==> src/rtl/fc_layer_param.sv <==
// Fully-connected layer engine: BEATS input vectors of K int8 activations are
// multiplied against NOUT weight rows on parallel MAC lanes (one MAC per lane
// per cycle), seeded with bias, then requantised to int8 and handed off over
// a valid/ready output handshake.
module fc_layer_param #(
   parameter int unsigned K      = 9,
   parameter int unsigned NOUT   = 2,
   parameter int unsigned BEATS  = 32,
   parameter int unsigned ACC_W  = 32,
   parameter int unsigned BIAS_W = 16,
   parameter int unsigned M0     = 11,
   parameter int unsigned SHIFT  = 15,
   parameter int unsigned RELU   = 0
) (
   input  logic                     clk,
   input  logic                     rst_n,
   input  logic                     valid_i,
   output logic                     ready_o,
   input  logic [K*8-1:0]           data_in,
   input  logic [NOUT*K*8-1:0]      weight_in,
   input  logic [NOUT*BIAS_W-1:0]   bias_in,
   output logic                     valid_o,
   input  logic                     ready_i,
   output logic [NOUT*8-1:0]        data_o
);

   localparam int unsigned PW = ACC_W + 16;
   localparam int unsigned IW = (K > 1) ? $clog2(K) : 1;
   localparam int unsigned BW = (BEATS > 1) ? $clog2(BEATS) : 1;

   // Rounding constant: half an LSB of the shifted result (round half up).
   localparam logic signed [PW-1:0] RND  = PW'(1) << (SHIFT - 1);
   localparam logic signed [PW-1:0] SMAX = PW'(127);
   localparam logic signed [PW-1:0] SMIN = -PW'(128);

   typedef enum logic [1:0] {StIdle, StMac, StRq, StOut} state_t;

   state_t                   state;
   logic [IW-1:0]            idx;
   logic [BW-1:0]            beat;
   logic signed [7:0]        act [K];
   logic signed [7:0]        wgt [NOUT][K];
   logic signed [ACC_W-1:0]  acc [NOUT];
   logic signed [15:0]       prod [NOUT];
   logic [7:0]               rq [NOUT];

   // acc * M0, round, shift, optional ReLU, saturate to int8.
   function automatic logic [7:0] requant(input logic signed [ACC_W-1:0] a);
      logic signed [PW-1:0] p;
      logic signed [PW-1:0] s;
      logic signed [PW-1:0] r;
      p = PW'(a) * $signed(PW'(M0));
      s = p + RND;
      r = s >>> SHIFT;
      if ((RELU != 0) && (r < 0)) r = '0;
      if (r > SMAX) r = SMAX;
      else if (r < SMIN) r = SMIN;
      return r[7:0];
   endfunction

   // Per-lane product of the current element and requantised lane results.
   always_comb begin
      for (int n = 0; n < NOUT; n++) begin
         prod[n] = 16'(act[idx]) * 16'(wgt[n][idx]);
         rq[n]   = requant(acc[n]);
      end
   end

   // Control FSM, datapath registers and registered handshake outputs.
   always_ff @(posedge clk or negedge rst_n) begin
      if (!rst_n) begin
         state   <= StIdle;
         idx     <= '0;
         beat    <= '0;
         valid_o <= 1'b0;
         ready_o <= 1'b1;
         data_o  <= '0;
         for (int n = 0; n < NOUT; n++) begin
            acc[n] <= '0;
            for (int i = 0; i < K; i++) wgt[n][i] <= '0;
         end
         for (int i = 0; i < K; i++) act[i] <= '0;
      end else begin
         unique case (state)
            StIdle: begin
               if (valid_i) begin
                  for (int i = 0; i < K; i++) begin
                     act[i] <= data_in[i*8 +: 8];
                     for (int n = 0; n < NOUT; n++) wgt[n][i] <= weight_in[(n*K+i)*8 +: 8];
                  end
                  // Bias seeds the accumulators only at the start of an inference.
                  if (beat == '0) begin
                     for (int n = 0; n < NOUT; n++)
                        acc[n] <= ACC_W'($signed(bias_in[n*BIAS_W +: BIAS_W]));
                  end
                  idx     <= '0;
                  ready_o <= 1'b0;
                  state   <= StMac;
               end
            end
            StMac: begin
               for (int n = 0; n < NOUT; n++)
                  acc[n] <= acc[n] + {{(ACC_W-16){prod[n][15]}}, prod[n]};
               if (idx == IW'(K - 1)) begin
                  if (beat == BW'(BEATS - 1)) begin
                     state <= StRq;
                  end else begin
                     beat    <= beat + 1'b1;
                     ready_o <= 1'b1;
                     state   <= StIdle;
                  end
               end else begin
                  idx <= idx + 1'b1;
               end
            end
            StRq: begin
               for (int n = 0; n < NOUT; n++) data_o[n*8 +: 8] <= rq[n];
               valid_o <= 1'b1;
               state   <= StOut;
            end
            StOut: begin
               if (ready_i) begin
                  valid_o <= 1'b0;
                  beat    <= '0;
                  ready_o <= 1'b1;
                  state   <= StIdle;
               end
            end
            default: state <= StIdle;
         endcase
      end
   end

endmodule

==> config.mk <==
export PLATFORM = sky130hd
export DESIGN_NAME = fc_layer_param
export DESIGN_NICKNAME = d
export VERILOG_FILES = /design/src/rtl/fc_layer_param.sv
export SDC_FILE = /design/constraint.sdc
export NUM_CORES = 1
export LEC_CHECK = 0
export BUFFER_PORTS_ARGS = -buffer_cell sky130_fd_sc_hd__buf_2
export CORE_ASPECT_RATIO = 1.2
export CORE_UTILIZATION = 30
export CTS_BUF_LIST = sky130_fd_sc_hd__clkbuf_8
export DETAILED_ROUTE_END_ITERATION = 12
export PLACE_DENSITY_LB_ADDON = 0.15
export SYNTH_ARGS = -nofsm -noshare
export SYNTH_HDL_FRONTEND = slang
export SYNTH_SLANG_ARGS = --single-unit
==> constraint.sdc <==
create_clock -name clk -period 12.8 [get_ports clk]
set_input_delay 1.28 -clock clk [delete_from_list [all_inputs] [get_ports clk]]
set_output_delay 1.28 -clock clk [all_outputs]
set_load 0.005 [all_outputs]
Yosys cells after proc, flatten, opt, wreduce, memory -nomap -nowiden
Cells that the tools add are included.

Flip-flop bits (word level): 309. Input bits: 252. Output and inout bits: 18. Word-level logic and storage cells: 110.

Add/sub/neg operators: 6. Multipliers: 4. Magnitude comparators: 5. Equal/unequal tests: 11. Multiplexer cells: 35. Bitwise gates (word level): 1. Reductions and logical operators: 13.

Operators with widths (count): $mux 64 (2); $pmux 64 s2 (1); $bmux 8 s4 (3); $mux 8 (10); $add 37x16->38 const B (2); $mul 32x5->37 const B (2); $add 32x32->32 (2); $gt 23x8->1 const B (2); $lt 23x8->1 const B (2); $mul 8x8->16 (2); $mux 5 (3); $ne 2x2->1 const B (6); $pmux 5 s2 (1); $reduce_and 3->1 (3); $mux 2 (4); $mux 4 (2); $pmux 2 s4 (1); $pmux 4 s2 (1); $reduce_bool 2->1 (3); $add 5x1->5 const B (1); $eq 5x5->1 const B (1); $ge 5x5->1 const B (1); $logic_not 5->1 (1); $mux 1 (5); 12 further kinds (14).

Logic depth before layout (Yosys ltp)
Gate-level depths: netlist of run 1.

Depth after elaboration: 7. Depth in mapped cells: 40.

Least setup slack after synthesis of run 1
Ideal clock, no wire load.

Path type: flip-flop to flip-flop. From: register idx[0]. To: register acc[62] in the netlist's numbering. Arrival: 9027 ps. Data required time: 12663 ps. Slack: 3637 ps. Cell stages (with the launch flop): 35. Period minus slack after synthesis: 9163 ps. Path through: dfrtp_1 -> clkbuf_1 -> buf_1 -> mux4_2 -> mux2i_1 -> nor2_1 -> a21oi_1 -> clkbuf_1 -> nor2_1 -> fa_1 -> inv_1 -> fa_1 -> inv_1 -> fa_1 -> inv_1 -> fa_1 -> inv_1 -> ha_1 -> inv_1 -> o21bai_1 -> a21oi_1 -> o21bai_1 -> a41oi_1 -> a21oi_1 -> xnor2_1 -> ha_1 -> a21o_1 -> a21o_1 -> a211o_1 -> o41ai_1 -> o21ai_1 -> or4_1 -> a31oi_1 -> xor2_1 -> mux2i_1.

Word-level cells in the longest chain between the ends: 7. Elaborated cells on any way between the ends: 10. Classes of those cells: add/sub (1); mul (1); mux (7); bitwise (1).

Ends and longest elaborated chain: start: declaration (RTL line 39) `logic [IW-1:0] idx;`; start signal: assignment (RTL line 113) `idx <= idx + 1'b1;`; $not 4->5 (implied by the code) (*) (RTL line 64) `prod[n] = 16'(act[idx]) * 16'(wgt[n][idx]);`; $bmux 8 s4 (RTL line 64); $mux 8 (implied by the code) (2 in a row) (RTL line 64); $mul 8x8->16 (*) (RTL line 64); $add 32x32->32 (*) (RTL line 103) `acc[n] <= acc[n] + {{(ACC_W-16){prod[n][15]}}, prod[n]};`; $pmux 64 s2 (*) (RTL line 84) `unique case (state)`; end signal: indexed assignment (RTL line 94) `acc[n] <= ACC_W'($signed(bias_in[n*BIAS_W +: BIAS_W]));`; end signal: indexed assignment (RTL line 103); end: declaration (RTL line 43) `logic signed [ACC_W-1:0] acc [NOUT];`.

Every way passes the cells marked *; elsewhere a longest branch is shown, timed or not. The select of a mux whose other input is x is not followed. A chain may end at the register's enable or synchronous reset.

Worst setup path after layout of run 1
Same ends and word-level chain as after synthesis.

==> results of run 1 <==
through the flow:
step                  util  hold slack, ps  cells
CTS                 0.3483           470.9   4373
detailed placement  0.3338           461.4   4264
finish              0.3484           466.9   4377
global route        0.3484           490.0   4377
global placement    0.3338           454.6   4264
floorplan                -           449.3   2818
path summary, 6_finish.rpt:
kind	startpoint	endpoint	slack, ps	cells after the start
max	idx[0]	acc[62]	3050	32
min	ready_o	ready_o	470	2
max reg2reg	idx[0]	acc[62]	3050	32
min reg2reg	ready_o	ready_o	470	2
max in group asynchronous	rst_n	wgt[107]	10210	3
min in group asynchronous	rst_n	data_o[7]	520	1
registers in the layout (all words and copies together) (netlist names), named ones only:
name and count:
act 72, valid_o 1, beat 5, data_o 16
idx 4, state 1, acc 64, wgt 144
ready_o 1
kinds of logic (layout without fill, tap and decap cells):
group | after synthesis | after routing | share of synthesized area
other | 0 | 4 | 0
buffers and inverters | 568 | 883 | 0.07659
XOR/XNOR | 115 | 115 | 0.03646
AO/OA/AOI/OAI | 505 | 505 | 0.1164
AND/OR/NAND/NOR | 517 | 517 | 0.08783
multiplexers | 327 | 327 | 0.1480
adder cells (fa/ha/maj) | 477 | 477 | 0.2589
flip-flops | 309 | 309 | 0.2759
routing by layer:
metal  up-vias  GRT usage  routed length, um
li1      10180          -                  -
met1     10100     0.1918              31360
met2       338     0.2735              36440
met3       156    0.03971               4073
met4        42    0.05185               2248
met5         -          0                282
cells in the final DEF, fill, tap and decap left out, types with 21 or more instances in the layout:
master,n
sky130_fd_sc_hd__xor2_1,49
sky130_fd_sc_hd__nand3_1,22
sky130_fd_sc_hd__inv_1,501
sky130_fd_sc_hd__nand2_1,119
sky130_fd_sc_hd__buf_4,22
sky130_fd_sc_hd__dfrtp_1,305
sky130_fd_sc_hd__a21oi_1,172
sky130_fd_sc_hd__a211oi_1,37
sky130_fd_sc_hd__mux2_2,219
sky130_fd_sc_hd__clkbuf_8,76
sky130_fd_sc_hd__xnor2_1,64
sky130_fd_sc_hd__ha_1,305
sky130_fd_sc_hd__a21o_1,53
sky130_fd_sc_hd__o21a_1,23
sky130_fd_sc_hd__mux2i_1,60
sky130_fd_sc_hd__o21ai_0,81
sky130_fd_sc_hd__nand2b_1,26
sky130_fd_sc_hd__nor2b_1,21
sky130_fd_sc_hd__fa_1,172
sky130_fd_sc_hd__o21bai_1,23
sky130_fd_sc_hd__buf_2,268
sky130_fd_sc_hd__nor2_1,174
sky130_fd_sc_hd__nor3_1,46
sky130_fd_sc_hd__mux4_2,48
worst max-delay path: cells and delay by family, from the launching register on:
kind | cells | cell delay, ps
AO/OA/AOI/OAI | 12 | 3140
adder cells (fa/ha/maj) | 6 | 2560
buffers and inverters | 6 | 1080
multiplexers | 3 | 970
flip-flops | 1 | 740
AND/OR/NAND/NOR | 3 | 730
XOR/XNOR | 2 | 320
area by class of cell:
class | count | share of cell area
multi-input cells | 1941 | 0.5652
flip-flops and latches | 309 | 0.2405
inverters | 482 | 0.05623
well taps | 1240 | 0.04822
repair buffers | 292 | 0.04790
clock buffers | 76 | 0.03251
clock inverters | 33 | 0.009060
diodes | 4 | 0.0003111
==> flow_summary.yaml, run 1 <==
yosys:
  netlist_top_cells_area: "sky130_fd_sc_hd__dfrtp_1, sky130_fd_sc_hd__ha_1, sky130_fd_sc_hd__fa_1"
  synth_commonest_cells: "sky130_fd_sc_hd__inv_1, sky130_fd_sc_hd__dfrtp_1, sky130_fd_sc_hd__ha_1"
  synth_sequential_area_ratio: 0.2759
  syn_avg_cell_area_um2: 9.948
  syn_inst: 2818
  yosysUniqueCellTypes: 78
  synth_largest_area_cell: "sky130_fd_sc_hd__dfrtp_1"
  synth_enable_flop_cells: 0
  synthMostInstantiatedCell: "sky130_fd_sc_hd__inv_1"
  mappedNetlistNets: 3547
  synthesis.yosys.warnings: 0
  synth.cell_area_um2: 28030
  synth_async_sr_flop_share: 1.000
  ys_ff_latch: 309
  synth_top_cell_area_share: 0.2749
  ys.flop_type: "sky130_fd_sc_hd__dfrtp_1"
cells_and_area:
  syn_to_final_growth_pct: 14.78
  combined_area_of_the_multi_input_logic_cells_um2: 18190
  final_layout_size_suffix_gt1_frac: 0.2206
  layout.area.seq_um2: 7740
  layout.nets: 3813
  final_design_instance_area_without_fill_um2: 32180
  n_fill_cell: 9467
critical_path:
  critical_path.slowest_cell: "sky130_fd_sc_hd__dfrtp_4"
  worst_setup_path_end_kind: "register"
  data_arrival_time_of_the_critical_path_ps: 10300
  crit_path_max_fanout: 32
  critical_path.startpoint_type: "register"
  delay_contributed_by_the_slowest_stage_of_the_critical_path_ps: 740
  criticalPathCategory: "reg -> reg"
  cp_data_required_time_ps: 13350
placed_design:
  dp_hpwl_um: 59100
  dpl_cell_area_um2: 30830
  preCtsSetupSlack_ps: 3003
  placement.io_buffers: 269
  finalWeightedCongestion: 0.8174
sta:
  actual_slew_at_the_worst_max_slew_pin_ps: 1217
  relSlewSlack: 0.1887
  min_period_ps: 9753
  final-setup-viol-count: 0
  rsz0062_at_grt: "false"
  final.period_utilization: 0.7620
  slew_viol_final: 0
  final_critical_path_setup_slack_ps: 3047
  hold_violations: 0
  fin_skew_ps: 28.94
  fin_setup_tns_ps: 0
  clock.fmax_mhz: 102.5
floorplan:
  die_x_um: 281.1
  pin_count: 270
  rows: 122
  initial_core_util: 0.3036
  core_region_area_um2: 92350
  dieArea_um2: 94680
  dieHeight_um: 336.9
detailed_routing:
  dr.pass1.iters: 5
  num_vias: 20810
  drcViolationCount: 0
  detailedRoute.firstIterationViolations: 780
  final_antenna_net_count: 0
  vias_per_cell: 4.755
  routed_wire_length_um: 74410
  routedWlPerCell_um: 17.00
clocking:
  cts_num_sinks: 309
  cts_buffers: 58
  cts_max_path_buffers: 3
  cts_tree: "yes"
  post_cts.resized_instances: 0
  cts_hold_buf: 0
  cts.reportedPaths.clkPinSlew_ps: 60
  source_to_sink_clock_delay_at_the_later_pin_of_the_worst_skew_pair_ps: 710
  cts_max_level: 2
  number_of_buffers_inserted_to_repair_setup_after_cts: 0
  cts-root-buf: "sky130_fd_sc_hd__clkbuf_8"
global_route:
  grt_antenna_before_repair: 27
  grt_remaining_overflow: 0
  first_pass_grt_wire_length_um: 119900
  grt_pass1_vias: 22260
  grt_start_max_net_pins: 187
  track_usage: 0.1587
min_path:
  worstHoldPathType: "reg -> reg"
run_status:
  result_of_the_run: "complete, no violations"
flow_run:
  maxCapViolations: 0
Power of run 1 is left out: the tool's default activity adds up to more than one toggle a clock period on the data nets, which glitch-free logic cannot reach.
==> run 2, diff against run 1 <==
- clock period: 12.8 -> 8.9 ns (I/O delays scaled with it)
==> run 2 against run 1 <==
Sequential cell count stayed put; maximum frequency up 17%; clock-buffer cell count down 4; die area unchanged.
==> flow_summary.yaml, run 2 (synthesis results as in run 1) <==
critical_path:
  cp_data_required_time_ps: 9480
  worst_setup_path_end_kind: "register"
  regToRegSetupSlack_ps: 570
  criticalPathCategory: "reg -> reg"
  critical_path.slowest_cell: "sky130_fd_sc_hd__fa_1"
  r2r_end: "acc[28]"
  critical_path.reg2reg.startpoint: "idx[0]"
  r2r_cells: 37
  delay_contributed_by_the_slowest_stage_of_the_critical_path_ps: 540
  data_arrival_time_of_the_critical_path_ps: 8910
  critical_path.startpoint_type: "register"
  crit_path_max_fanout: 16
clocking:
  cts_max_path_buffers: 3
  source_to_sink_clock_delay_at_the_later_pin_of_the_worst_skew_pair_ps: 710
  cts-root-buf: "sky130_fd_sc_hd__clkbuf_8"
  cts_max_level: 2
  cts_tree: "yes"
  cts_buffers: 59
  cts.reportedPaths.clkPinSlew_ps: 70
  cts_num_sinks: 309
  cts_hold_buf: 0
sta:
  final-setup-viol-count: 0
  min_period_ps: 8332
  clock.fmax_mhz: 120.0
  fin_setup_tns_ps: 0
  relSlewSlack: 0.3765
  rsz0062_at_grt: "false"
  final.period_utilization: 0.9362
  slew_viol_final: 0
  hold_violations: 0
  actual_slew_at_the_worst_max_slew_pin_ps: 935.2
  fin_skew_ps: 42.93
  final_critical_path_setup_slack_ps: 568.1
run_status:
  result_of_the_run: "complete, no violations"
global_route:
  grt_remaining_overflow: 0
  met2_track_demand_over_resource_in_global_routing: 0.2779
  grt_start_max_net_pins: 151
  track_usage: 0.1602
  grt_antenna_before_repair: 39
  grt_pass1_vias: 22410
  grt_util_met3: 0.04144
  groute.layer.met1.usage: 0.1948
  gr-max-usage-layer: "met2"
  first_pass_grt_wire_length_um: 121300
cells_and_area:
  highest_count_cells_in_the_layout_ignoring_fill_and_taps: "sky130_fd_sc_hd__inv_1, sky130_fd_sc_hd__ha_1, sky130_fd_sc_hd__dfrtp_1"
  syn_to_final_growth_pct: 16.76
  layout.nets: 3850
  post-route-util: 0.3545
  largest_register_ffs: 144
  layout.cells.non_filler: 4423
  top_regs: "wgt x144, act x72, acc x64"
  most_common_cell_after_layout_fill_and_taps_aside: "sky130_fd_sc_hd__inv_1"
  largest_register: "wgt"
  final_layout_size_suffix_gt1_frac: 0.2367
detailed_routing:
  routedWlPerCell_um: 16.91
  dr.pass1.iters: 5
  final_antenna_net_count: 0
  vias_per_cell: 4.748
  detailedRoute.firstIterationViolations: 794
  drcViolationCount: 0
  num_vias: 21000
  routed_wire_length_um: 74790
floorplan:
  core_region_area_um2: 92350
  rows: 122
  die_x_um: 281.1
  pin_count: 270
  dieHeight_um: 336.9
  initial_core_util: 0.3036
  dieArea_um2: 94680
placed_design:
  dp_hpwl_um: 59690
  finalWeightedCongestion: 0.8540
  preCtsSetupSlack_ps: 230.1
  placement.io_buffers: 269
  dpl.cell_count: 4294
min_path:
  worstHoldPathType: "in -> async"
flow_run:
  maxCapViolations: 0
-- run 2: cell count changes in the layout (fill, tap and decap cells not counted), moves of 7 or more --
cell / previous run / this run
sky130_fd_sc_hd__buf_4: 22 / 47
sky130_fd_sc_hd__a21oi_2: 1 / 11
sky130_fd_sc_hd__inv_1: 501 / 494
sky130_fd_sc_hd__diode_2: 4 / 14
sky130_fd_sc_hd__a21oi_1: 172 / 162
sky130_fd_sc_hd__buf_12: 1 / 10
-- run 2: per-layer routing --
layer	vias to the layer above	wire, um
met1	10170	31940
li1	10270	-
met2	366	36570
met5	-	312
met4	52	1780
met3	144	4190
-- run 2: cell type report --
cell class                 instances  area [um2]
multi-input combinational       1941       18270
antenna                           14       35.03
clock buffer                      72       991.0
timing repair buffer             328        1932
inverter                         482        1809
tap                             1240        1551
sequential                       309        7740
clock inverter                    37       409.1
fill                            9435       59620
-- run 2: how the worst max path moves through the flow --
| stage | to | cells past startpoint | from |
|---|---|---|---|
| CTS | acc[28] | 36 | idx[0] |
| detailed placement | acc[28] | 37 | idx[0] |
| floorplan | acc[27] | 33 | idx[0] |
| global placement | acc[62] | 34 | idx[0] |
| global route | acc[27] | 38 | idx[0] |
| finish | acc[28] | 37 | idx[0] |
-- run 2: what timing repair did --
item	4_1_cts	5_1_grt
gates resized for setup	0	19
setup endpoints to repair	0	10
setup buffers	0	6
-- run 2: stage by stage --
stage | instance area [um2] | hold WS (ps)
after floorplan | 28040 | 449.3
after global placement | 31180 | 450.5
after detailed placement | 31180 | 456.7
after CTS | 32580 | 221.6
after global routing | 32720 | 262.6
final | 32730 | 233.2
-- run 2: critical path: cells and delay by family (launching register included) --
family | cells | cell delay, ps
AO/OA/AOI/OAI | 12 | 2250
buffers and inverters | 7 | 670
adder cells (fa/ha/maj) | 6 | 2700
flip-flops | 1 | 500
multiplexers | 2 | 660
XOR/XNOR | 1 | 140
AND/OR/NAND/NOR | 9 | 1210
Power of run 2 is left out for the same reason.
